==> src/rtl/enc_pkg.sv <==
// Shared widths and state encoding for the sequential 8-to-3 encoder.
package enc_pkg;
  localparam int VEC_W = 8;
  localparam int IDX_W = 3;

  typedef enum logic {
    IDLE = 1'b0,
    EMIT = 1'b1
  } enc_state_t;
endpackage

==> src/rtl/prio_enc8.sv <==
// Combinational 8-bit priority encoder: index of the lowest (or highest) set bit,
// plus flags for "any bit set" and "exactly one bit set".
module prio_enc8
  import enc_pkg::*;
(
  input  logic [VEC_W-1:0] vec,
  input  logic             msb_first,
  output logic [IDX_W-1:0] idx,
  output logic             any,
  output logic             single
);

  // Priority selection: the last match in scan order wins.
  always_comb begin
    idx = {IDX_W{1'b0}};
    if (msb_first) begin
      for (int i = 0; i < VEC_W; i++) begin
        if (vec[i]) begin
          idx = i[IDX_W-1:0];
        end
      end
    end else begin
      for (int i = VEC_W - 1; i >= 0; i--) begin
        if (vec[i]) begin
          idx = i[IDX_W-1:0];
        end
      end
    end
  end

  // Clearing the lowest set bit leaves zero only for a single-hot vector.
  assign any    = (vec != {VEC_W{1'b0}});
  assign single = any && ((vec & (vec - 8'd1)) == {VEC_W{1'b0}});

endmodule

==> src/rtl/seq_onehot_encoder.sv <==
// Sequential 8-to-3 encoder: captures a multi-hot vector and emits the index of
// each set bit, one per output handshake, in fixed priority order.
module seq_onehot_encoder
  import enc_pkg::*;
#(
  parameter bit MSB_FIRST = 1'b0
) (
  input  logic             clk,
  input  logic             rst_n,
  input  logic             in_valid,
  output logic             in_ready,
  input  logic [VEC_W-1:0] in_vec,
  output logic             out_valid,
  input  logic             out_ready,
  output logic [IDX_W-1:0] out_idx,
  output logic             out_last,
  output logic             zero_err
);

  enc_state_t       state_q, state_d;
  logic [VEC_W-1:0] pend_q, pend_d;
  logic             zero_err_q, zero_err_d;

  logic [IDX_W-1:0] enc_idx_s;
  logic             enc_any_s;
  logic             enc_single_s;
  logic [VEC_W-1:0] clr_mask_s;

  prio_enc8 u_prio_enc8 (
    .vec       (pend_q),
    .msb_first (MSB_FIRST),
    .idx       (enc_idx_s),
    .any       (enc_any_s),
    .single    (enc_single_s)
  );

  assign clr_mask_s = ~({{(VEC_W-1){1'b0}}, 1'b1} << enc_idx_s);

  // Next-state, working-register and error-pulse logic.
  always_comb begin
    state_d    = state_q;
    pend_d     = pend_q;
    zero_err_d = 1'b0;
    case (state_q)
      IDLE: begin
        if (in_valid) begin
          if (in_vec != {VEC_W{1'b0}}) begin
            pend_d  = in_vec;
            state_d = EMIT;
          end else begin
            zero_err_d = 1'b1;
          end
        end else begin
          pend_d = pend_q;
        end
      end
      EMIT: begin
        if (out_ready) begin
          if (enc_single_s) begin
            pend_d  = {VEC_W{1'b0}};
            state_d = IDLE;
          end else begin
            pend_d = pend_q & clr_mask_s;
          end
        end else begin
          pend_d = pend_q;
        end
      end
      default: begin
        state_d = IDLE;
        pend_d  = {VEC_W{1'b0}};
      end
    endcase
  end

  // State, captured vector and zero-vector flag registers.
  always_ff @(posedge clk or negedge rst_n) begin
    if (!rst_n) begin
      state_q    <= IDLE;
      pend_q     <= {VEC_W{1'b0}};
      zero_err_q <= 1'b0;
    end else begin
      state_q    <= state_d;
      pend_q     <= pend_d;
      zero_err_q <= zero_err_d;
    end
  end

  // Outputs derive from registers only, so no input-to-output combinational path exists.
  assign in_ready  = (state_q == IDLE);
  assign out_valid = (state_q == EMIT);
  assign out_idx   = out_valid ? enc_idx_s : {IDX_W{1'b0}};
  assign out_last  = out_valid && enc_any_s && enc_single_s;
  assign zero_err  = zero_err_q;

endmodule

==> config.mk <==
export PLATFORM = sky130hd
export DESIGN_NAME = seq_onehot_encoder
export DESIGN_NICKNAME = d
export VERILOG_FILES = /design/src/rtl/enc_pkg.sv /design/src/rtl/prio_enc8.sv /design/src/rtl/seq_onehot_encoder.sv
export SDC_FILE = /design/constraint.sdc
export NUM_CORES = 1
export LEC_CHECK = 0
export CORE_UTILIZATION = 25
export CTS_BUF_LIST = sky130_fd_sc_hd__clkbuf_8
export DETAILED_ROUTE_END_ITERATION = 8
export DONT_BUFFER_PORTS = 1
export MAX_ROUTING_LAYER = met4
export SETUP_SLACK_MARGIN = 0.1
export SLEW_MARGIN = 20
export SYNTH_ARGS = -nofsm -noshare
export SYNTH_HDL_FRONTEND = slang
export SYNTH_HIERARCHICAL = 1
export SYNTH_SLANG_ARGS = --single-unit
==> constraint.sdc <==
create_clock -name clk -period 3.9 [get_ports clk]
set_input_delay 0.195 -clock clk [delete_from_list [all_inputs] [get_ports clk]]
set_output_delay 0.195 -clock clk [all_outputs]
set_load 0.02 [all_outputs]
==> results list, run 1 <==
- Synth Register Bits: 10
- The worst pin sits at a relative slew slack of 65.08%.
- Avg Synthesized Cell Area: 9.101 um^2
* Width of the chip: 57.30 um
- In this run the tool buffered the top-level ports with 0 buffer cells.
- The tool flagged a number of max-cap violations equal to 0.
* Layout cells sized above 1: 8.989%
- CP Launch Type: flop
* Sum Neg Setup Slack: 0 ns
* Post-CTS Repair Setup Buffers: 0
- Detailed-routing wirelength on met1: 951 um
- The mapped netlist covers 764.5 um^2.
* Detailed Place HPWL: 1488 um
- Setup slack closes at 1.547 ns.
- Ranked by total cell area, the synthesized netlist is headed by dfrtp_1, a221o_1, o311a_1.
* Clock root buffer master: clkbuf_8
- Global routing consumed, over all layers together, 13.43% of the routing resources.
- Entering global routing, the biggest net connects 12 pins.
- Number of instances in the synthesized netlist: 84
* Crit-path max cell delay: 0.48 ns
- Data on the critical path arrives at its endpoint at 2.52 ns.
- Commonest cells after routing, fill and taps aside: nor2_1, dfrtp_1, a221o_1
- For this design the static power due to leakage is 0.3589 nW.
- Timing analysis after detailed placement gives a worst setup slack of 1.592 ns.
- The worst setup path is of the flop to flop kind.
- Vertical die dimension: 57.30 um
- dfrtp_1 takes more of the synthesized area than any other cell.
- Fillers: 300
- Counting I/O delays and the setup requirement, the final critical path takes 2.353 ns.
- Worst-path cell with the longest stage delay: dfrtp_1
- After clock tree synthesis, the clock-pin slew on the worst setup and hold paths is 0.04 ns.
- The synthesized design devotes to its leading area cell type 32.73% of total area.
- After the first detailed-routing iteration, the DRC count stood at 10.
* Placeable core region: 2829 um^2
* Initial antenna violation count: 0
- Transition at the pin with the smallest max-transition slack: 0.5238 ns
- Setup repair after global routing left no endpoint under its margin.
- Final setup skew: 0.0009562 ns
* Clock tree from TritonCTS: done
* Top-level port count: 19
- In the final routed layout, each cell accounts on average for 16.42 um.
- Routed signal wires occupy layers up through met4.
- The floorplan has 19 rows.
- Final weighted congestion in routability-driven placement: 0.9002
- Ratio of routed vias to standard cells: 5.942
* Ys Warns: 6
* Final count of hold timing violations: 0
* First-pass detailed-route iteration total: 4
* DRT Wirelength: 1970 um
* Clock latency on the worst-skew pair: 0.23 ns
- The detail route stage leaves a number of antenna-violating nets equal to 0.
- TritonCTS created 3 clock buffers.
- 0 antenna diodes ended up in the layout.
- Buffer levels on the longest clock path: 2
- Summing the sequential cell areas from Yosys gives 32.73% of the chip area.
* Wire length of the first global-routing pass: 3270 um
- Wire segments on met3 add up to 70 um in the final route.
- In the routed design, unresolved DRC markers number 0.
- The total overflow left after global routing is 0.
* Worst Path Required: 4.07 ns
* Area growth from synthesis to layout: 11.78%
* Family of cells with the greatest summed delay on the critical path: simple AND/OR/NAND/NOR gates
- Buf/Inv on CP: 0
- Total number of vias: 713
- Biggest fanout along the worst timing path: 8
* Number of global-route vias before repair: 693
- Number of max-slew violations in the final report: 0
- Leaving out filler cells and counting taps, the final layout contains 120.
* Number of endpoints failing setup at the final stage: 0
* Post-layout net count: 103
- Hold timing on the final database bottoms out at a slack of 0.1094 ns.
* Status: completed
- The critical path goes through nor4_4 -> xor2_1 -> nor4_1 -> o32a_1 -> nor2b_1 -> o311a_1 -> a221o_1.
- Area of the die: 3283 um^2
- The worst-case IR drop observed on VDD is 0.3396 mV.
- Of the available clock period, the critical path in the final layout requires 60.34%.
- Routed wl met2: 927 um
* Achievable frequency: 424.9 MHz
- The worst setup path is captured at a flop.
* Starting density of the core: 27.02%
- Final Power: 0.0006300 W
- Number of library cell types mapped by synthesis: 30
* Total instance count after detailed placement: 116
- Counting every sink on the clock net gives 10.
* Type of the most critical hold path: input port to flop
- For this design the ratio of total power to cell area is 737.2 nW/um^2.
* Maximum level of the CTS H-tree: 1
## layer usage
metal / GRT usage [%] / vias up
li1: - / 338
met1: 18.23 / 351
met2: 19.66 / 21
met3: 2.494 / 3
met4: 5.575 / 0
met5: - / -
## timing repair
action / 4_1_cts / 5_1_grt
hold endpoints to repair: 10 / 0
hold buffers: 1 / 0
resized for setup: 0 / 0
## area by class of cell
type	count	area (um^2)	share of cell area, %
inverters	6	22.52	2.635
clock buffers	3	41.29	4.832
flip-flops and latches	10	250.2	29.28
repair buffers	1	10.01	1.171
multi-input cells	69	491.7	57.54
well taps	31	38.79	4.539
## worst register-to-register path: stages, from the launching register on
cell	delay (ns)
dfrtp_1	0.48
nor4_4	0.40
xor2_1	0.19
nor4_1	0.07
o32a_1	0.34
nor2b_1	0.43
o311a_1	0.27
a221o_1	0.12
## state kept, by name, indices dropped and copies added, names as in the netlist
name       cells
zero_err       1
pend_q         8
out_valid      1
## synth_stat cells
library cell  count
maj3_1            1
a211oi_1          1
and3_1            2
o21ai_0           3
and2b_1           1
nand2_1           6
inv_2             1
o31ai_1           2
o311a_1           6
nor4_1            2
a21oi_1           6
dfrtp_1          10
nor3_1            1
a31o_4            1
mux2i_1           1
o211a_1           2
nor4b_1           1
nor2_1           10
o32a_1            1
nand2b_1          2
nor2b_1           1
nor4_2            2
buf_2             2
inv_1             5
conb_1            1
nor4_4            1
xor2_1            1
a221o_1           8
clkbuf_2          1
a22o_1            2
## power breakdown
part | internal, W | total, W | switching, W
Clock | 0.0000672 | 0.000104 | 0.0000364
Combinational | 0.000131 | 0.000272 | 0.000140
Sequential | 0.000145 | 0.000255 | 0.000110
Total | 0.000343 | 0.000630 | 0.000287
## final timing paths
kind                        endpoint  slack [ns]      start  cells after the start
max in group asynchronous  pend_q[7]        3.21      rst_n                      1
max                        pend_q[2]        1.55  pend_q[2]                      7
min in group asynchronous  out_valid        0.36      rst_n                      1
min                        pend_q[6]        0.11  in_vec[6]                      1
min reg2reg                pend_q[7]        0.71  pend_q[7]                      1
max reg2reg                pend_q[2]        1.55  pend_q[2]                      7
## kinds of logic after synthesis
kind of cell | share of synthesized area, %
AO/OA/AOI/OAI | 35.68
flip-flops | 32.73
XOR/XNOR | 1.146
multiplexers | 1.309
adder cells (fa/ha/maj) | 1.309
buffers and inverters | 4.909
AND/OR/NAND/NOR | 22.42
other | 0.4905
## through the flow
step	utilization [%]	instance area (um^2)
6_report	30.21	854.6
5_1_grt	30.21	854.6
4_1_cts	30.21	854.6
3_5_place_dp	28.39	803.3
3_3_place_gp	28.39	803.3
2_1_floorplan	-	779.5
Note: power is estimated with default switching activity, not from simulation.
==> run 2, diff against run 1 <==
clock period = 2 ns   (was 3.9 ns; I/O delays follow)
==> results list, run 2 (synthesis results as in run 1) <==
- The tightest min-delay check is of the input port to flop type.
- Final count of hold timing violations: 0 (unchanged)
* Initial detailed-routing violation count: 17 (+7)
* First-pass detailed-route iteration total: 4 (unchanged)
- Clock tree sinks: 10 (unchanged)
* Worst setup slack after layout: -0.09604 ns (-1.643 ns)
- The combined buffer and inverter count along the critical path is 2 (+2).
- Number of buffers added by the clock tree synthesis step: 3 (unchanged)
* Power density over the cells: 1402 nW/um^2 (+90%)
* Family of cells with the greatest summed delay on the critical path: simple AND/OR/NAND/NOR gates
* Drt wl/cell: 15.83 um (-3.6%)
- The checks that failed: setup timing.
* Count of nets left with antenna violations after detail routing: 0 (unchanged)
- The number of flip-flops under the largest register name came to 8 (unchanged).
- The number of rows created at floorplan is 19 (unchanged).
- The worst-skew pair later-pin latency was 0.24 ns (about the same).
- Worst vdd rail ir drop: 0.6978 mV (+110%)
* Register containing the most flip-flops in the final layout: pend_q
- Number of endpoints failing setup at the final stage: 9 (+9)
- The width of the die was 57.30 um (unchanged).
- The share of cells above drive strength 1 was 34.58% (+26 points).
* Hold path cells: 1 (unchanged)
- The endpoint arrival time on the critical path is 2.00 ns (-0.52 ns).
- The register-to-register path setup slack is -0.09 ns (-1.64 ns).
- Detailed Place HPWL: 1683 um (+13%)
- Starting density of the core: 27.02% (unchanged)
* Crit path capture type: output port
- The setup path with the least slack is of type flop to output port.
- Most common library cell in the layout ignoring fill and taps: buf_4
- The number of port buffers was 0 (unchanged).
* Maximum level of the CTS H-tree: 1 (unchanged)
* Initial antenna violation count: 0 (unchanged)
- Leakage power total: 0.4744 nW (+32%)
* Placeable core region: 2829 um^2 (unchanged)
* Area of the die: 3283 um^2 (unchanged)
- Post-layout net count: 120 (+17%)
- DRC violations left: 0 (unchanged)
- For the finished layout, the period the worst path requires is 2.096 ns.
- Final Instance Area: 1051 um^2 (+23%)
* Wire length of the first global-routing pass: 3594 um (+9.9%)
- The worst setup path is launched from a flop.
* R2r endpoint: pend_q[3]
* Reg-to-reg critical path startpoint: pend_q[0]
- Vertical die dimension: 57.30 um (unchanged)
- Hold_sp: in_vec[7]
- Unrepaired setup endpoints after global routing: yes
* Clock transition at the registers of the reported paths: 0.05 ns (about the same)
- Area growth from synthesis to layout: 37.48%
- The maximum fanout along the worst path came to 2 (-6).
* Ratio of routed vias to standard cells: 5.681 (-4.4%)
* Final hold slack: 0.004638 ns (-0.1048 ns)
* Pin count of the biggest net entering global routing: 11 (-1)
* Series of cell instances along the critical path: nor4_4 -> buf_4 -> nand2b_4 -> nor4b_4 -> o32a_1 -> buf_4 -> and3_4
* Hold Path Sink: pend_q[7]
- Total congestion overflow: 0 (unchanged)
* Total number of vias: 784 (+10%)
* Sum Neg Setup Slack: -0.7815 ns (-0.7815 ns)
- Status: complete, but fails checks
- The data required time at the worst endpoint came to 1.90 ns (-2.17 ns).
- Crit-path most repeated cell: buf_4
- The standard cell area after detailed placement was 917.1 um^2 (+14%).
* Share of the cycle needed by the critical path after routing: 104.8%
- The boundary pin count was 19 (unchanged).
- Number of global-route vias before repair: 777 (+12%)
- The number of cells on the worst reg-to-reg path is 9 (+2).
- Clock root buffer master: clkbuf_8
- The max-slew violation count is 0 (unchanged).
* Number of violations of the max-capacitance limit: 0 (unchanged)
- The slowest stage of the critical path belongs to the cell dfrtp_2.
- The sum of routed wire length over all layers is 2185 um (+11%).
- Final weighted congestion in routability-driven placement: 0.8522 (-5.3%)
- GRT Resource Usage Total: 14.52% (+1.1 points)
- The largest stage delay on the critical path is 0.41 ns (-0.07 ns).
- Clock tree from TritonCTS: done
- Commonest cells after routing, fill and taps aside: buf_4, a221o_1, dfrtp_1
* Final setup skew: 0.003061 ns (+0.002104 ns)
- Count of antenna diodes in the layout: 0 (unchanged)
- Achievable frequency: 477.1 MHz
- Buffer levels on the longest clock path: 2 (unchanged)
run 2: cell types whose count changed in the layout (fill, tap and decap cells not counted), sizes merged:
cell    before  now
clkbuf       3    4
buf          0   17
run 2: area by class of cell:
cell class	instances	area (um^2)
fillers	291	1778
multi-input cells	69	544.3
flip-flops and latches	10	252.7
repair buffers	18	137.6
clock buffers	4	55.05
well taps	31	38.79
inverters	6	22.52
run 2: report_power, final:
| part | switching, W | leakage [nW] | internal, W |
|---|---|---|---|
| registers | 0.000161 | 0.106 | 0.000287 |
| logic | 0.000382 | 0.339 | 0.000392 |
| clock network | 0.0000784 | 0.0288 | 0.000173 |
run 2: how the worst max path moves through the flow:
| stage | startpoint | slack, ns | depth (start not counted) | to |
|---|---|---|---|---|
| after global routing | pend_q[0] | -0.16 | 9 | pend_q[7] |
| after CTS | pend_q[0] | -0.08 | 7 | out_last |
| after global placement | pend_q[0] | -0.1 | 7 | pend_q[1] |
| after detailed placement | pend_q[0] | -0.19 | 7 | pend_q[1] |
| after floorplan | pend_q[0] | 0.03 | 8 | pend_q[6] |
| final | pend_q[0] | -0.1 | 7 | out_last |
run 2: repair_timing:
action                                  4_1_cts  5_1_grt
pin swaps                                     2        3
setup buffers                                 3        0
endpoints found under the setup margin       10       12
resized for setup                            10        2
hold endpoints to repair                     10        0
hold buffers                                  1        0
run 2: metal layers:
metal / vias to the layer above / wire length, um / global-route usage [%]
li1: 376 / - / -
met3: 3 / 66 / 1.587
met5: - / 0 / -
met1: 386 / 935 / 17.09
met2: 19 / 1154 / 26.05
met4: 0 / 29 / 4.181
run 2: per-stage QoR:
stage | power, W | std cells | setup slack (ns) | util, %
6_report | 0.001473 | 138 | -0.09604 | 37.15
5_1_grt | 0.001573 | 138 | -0.1614 | 37.15
4_1_cts | 0.001463 | 138 | -0.08065 | 36.97
3_5_place_dp | 0.001167 | 130 | -0.1861 | 32.42
3_3_place_gp | 0.001153 | 130 | -0.09703 | 32.42
2_1_floorplan | 0.0009176 | 88 | 0.03014 | -
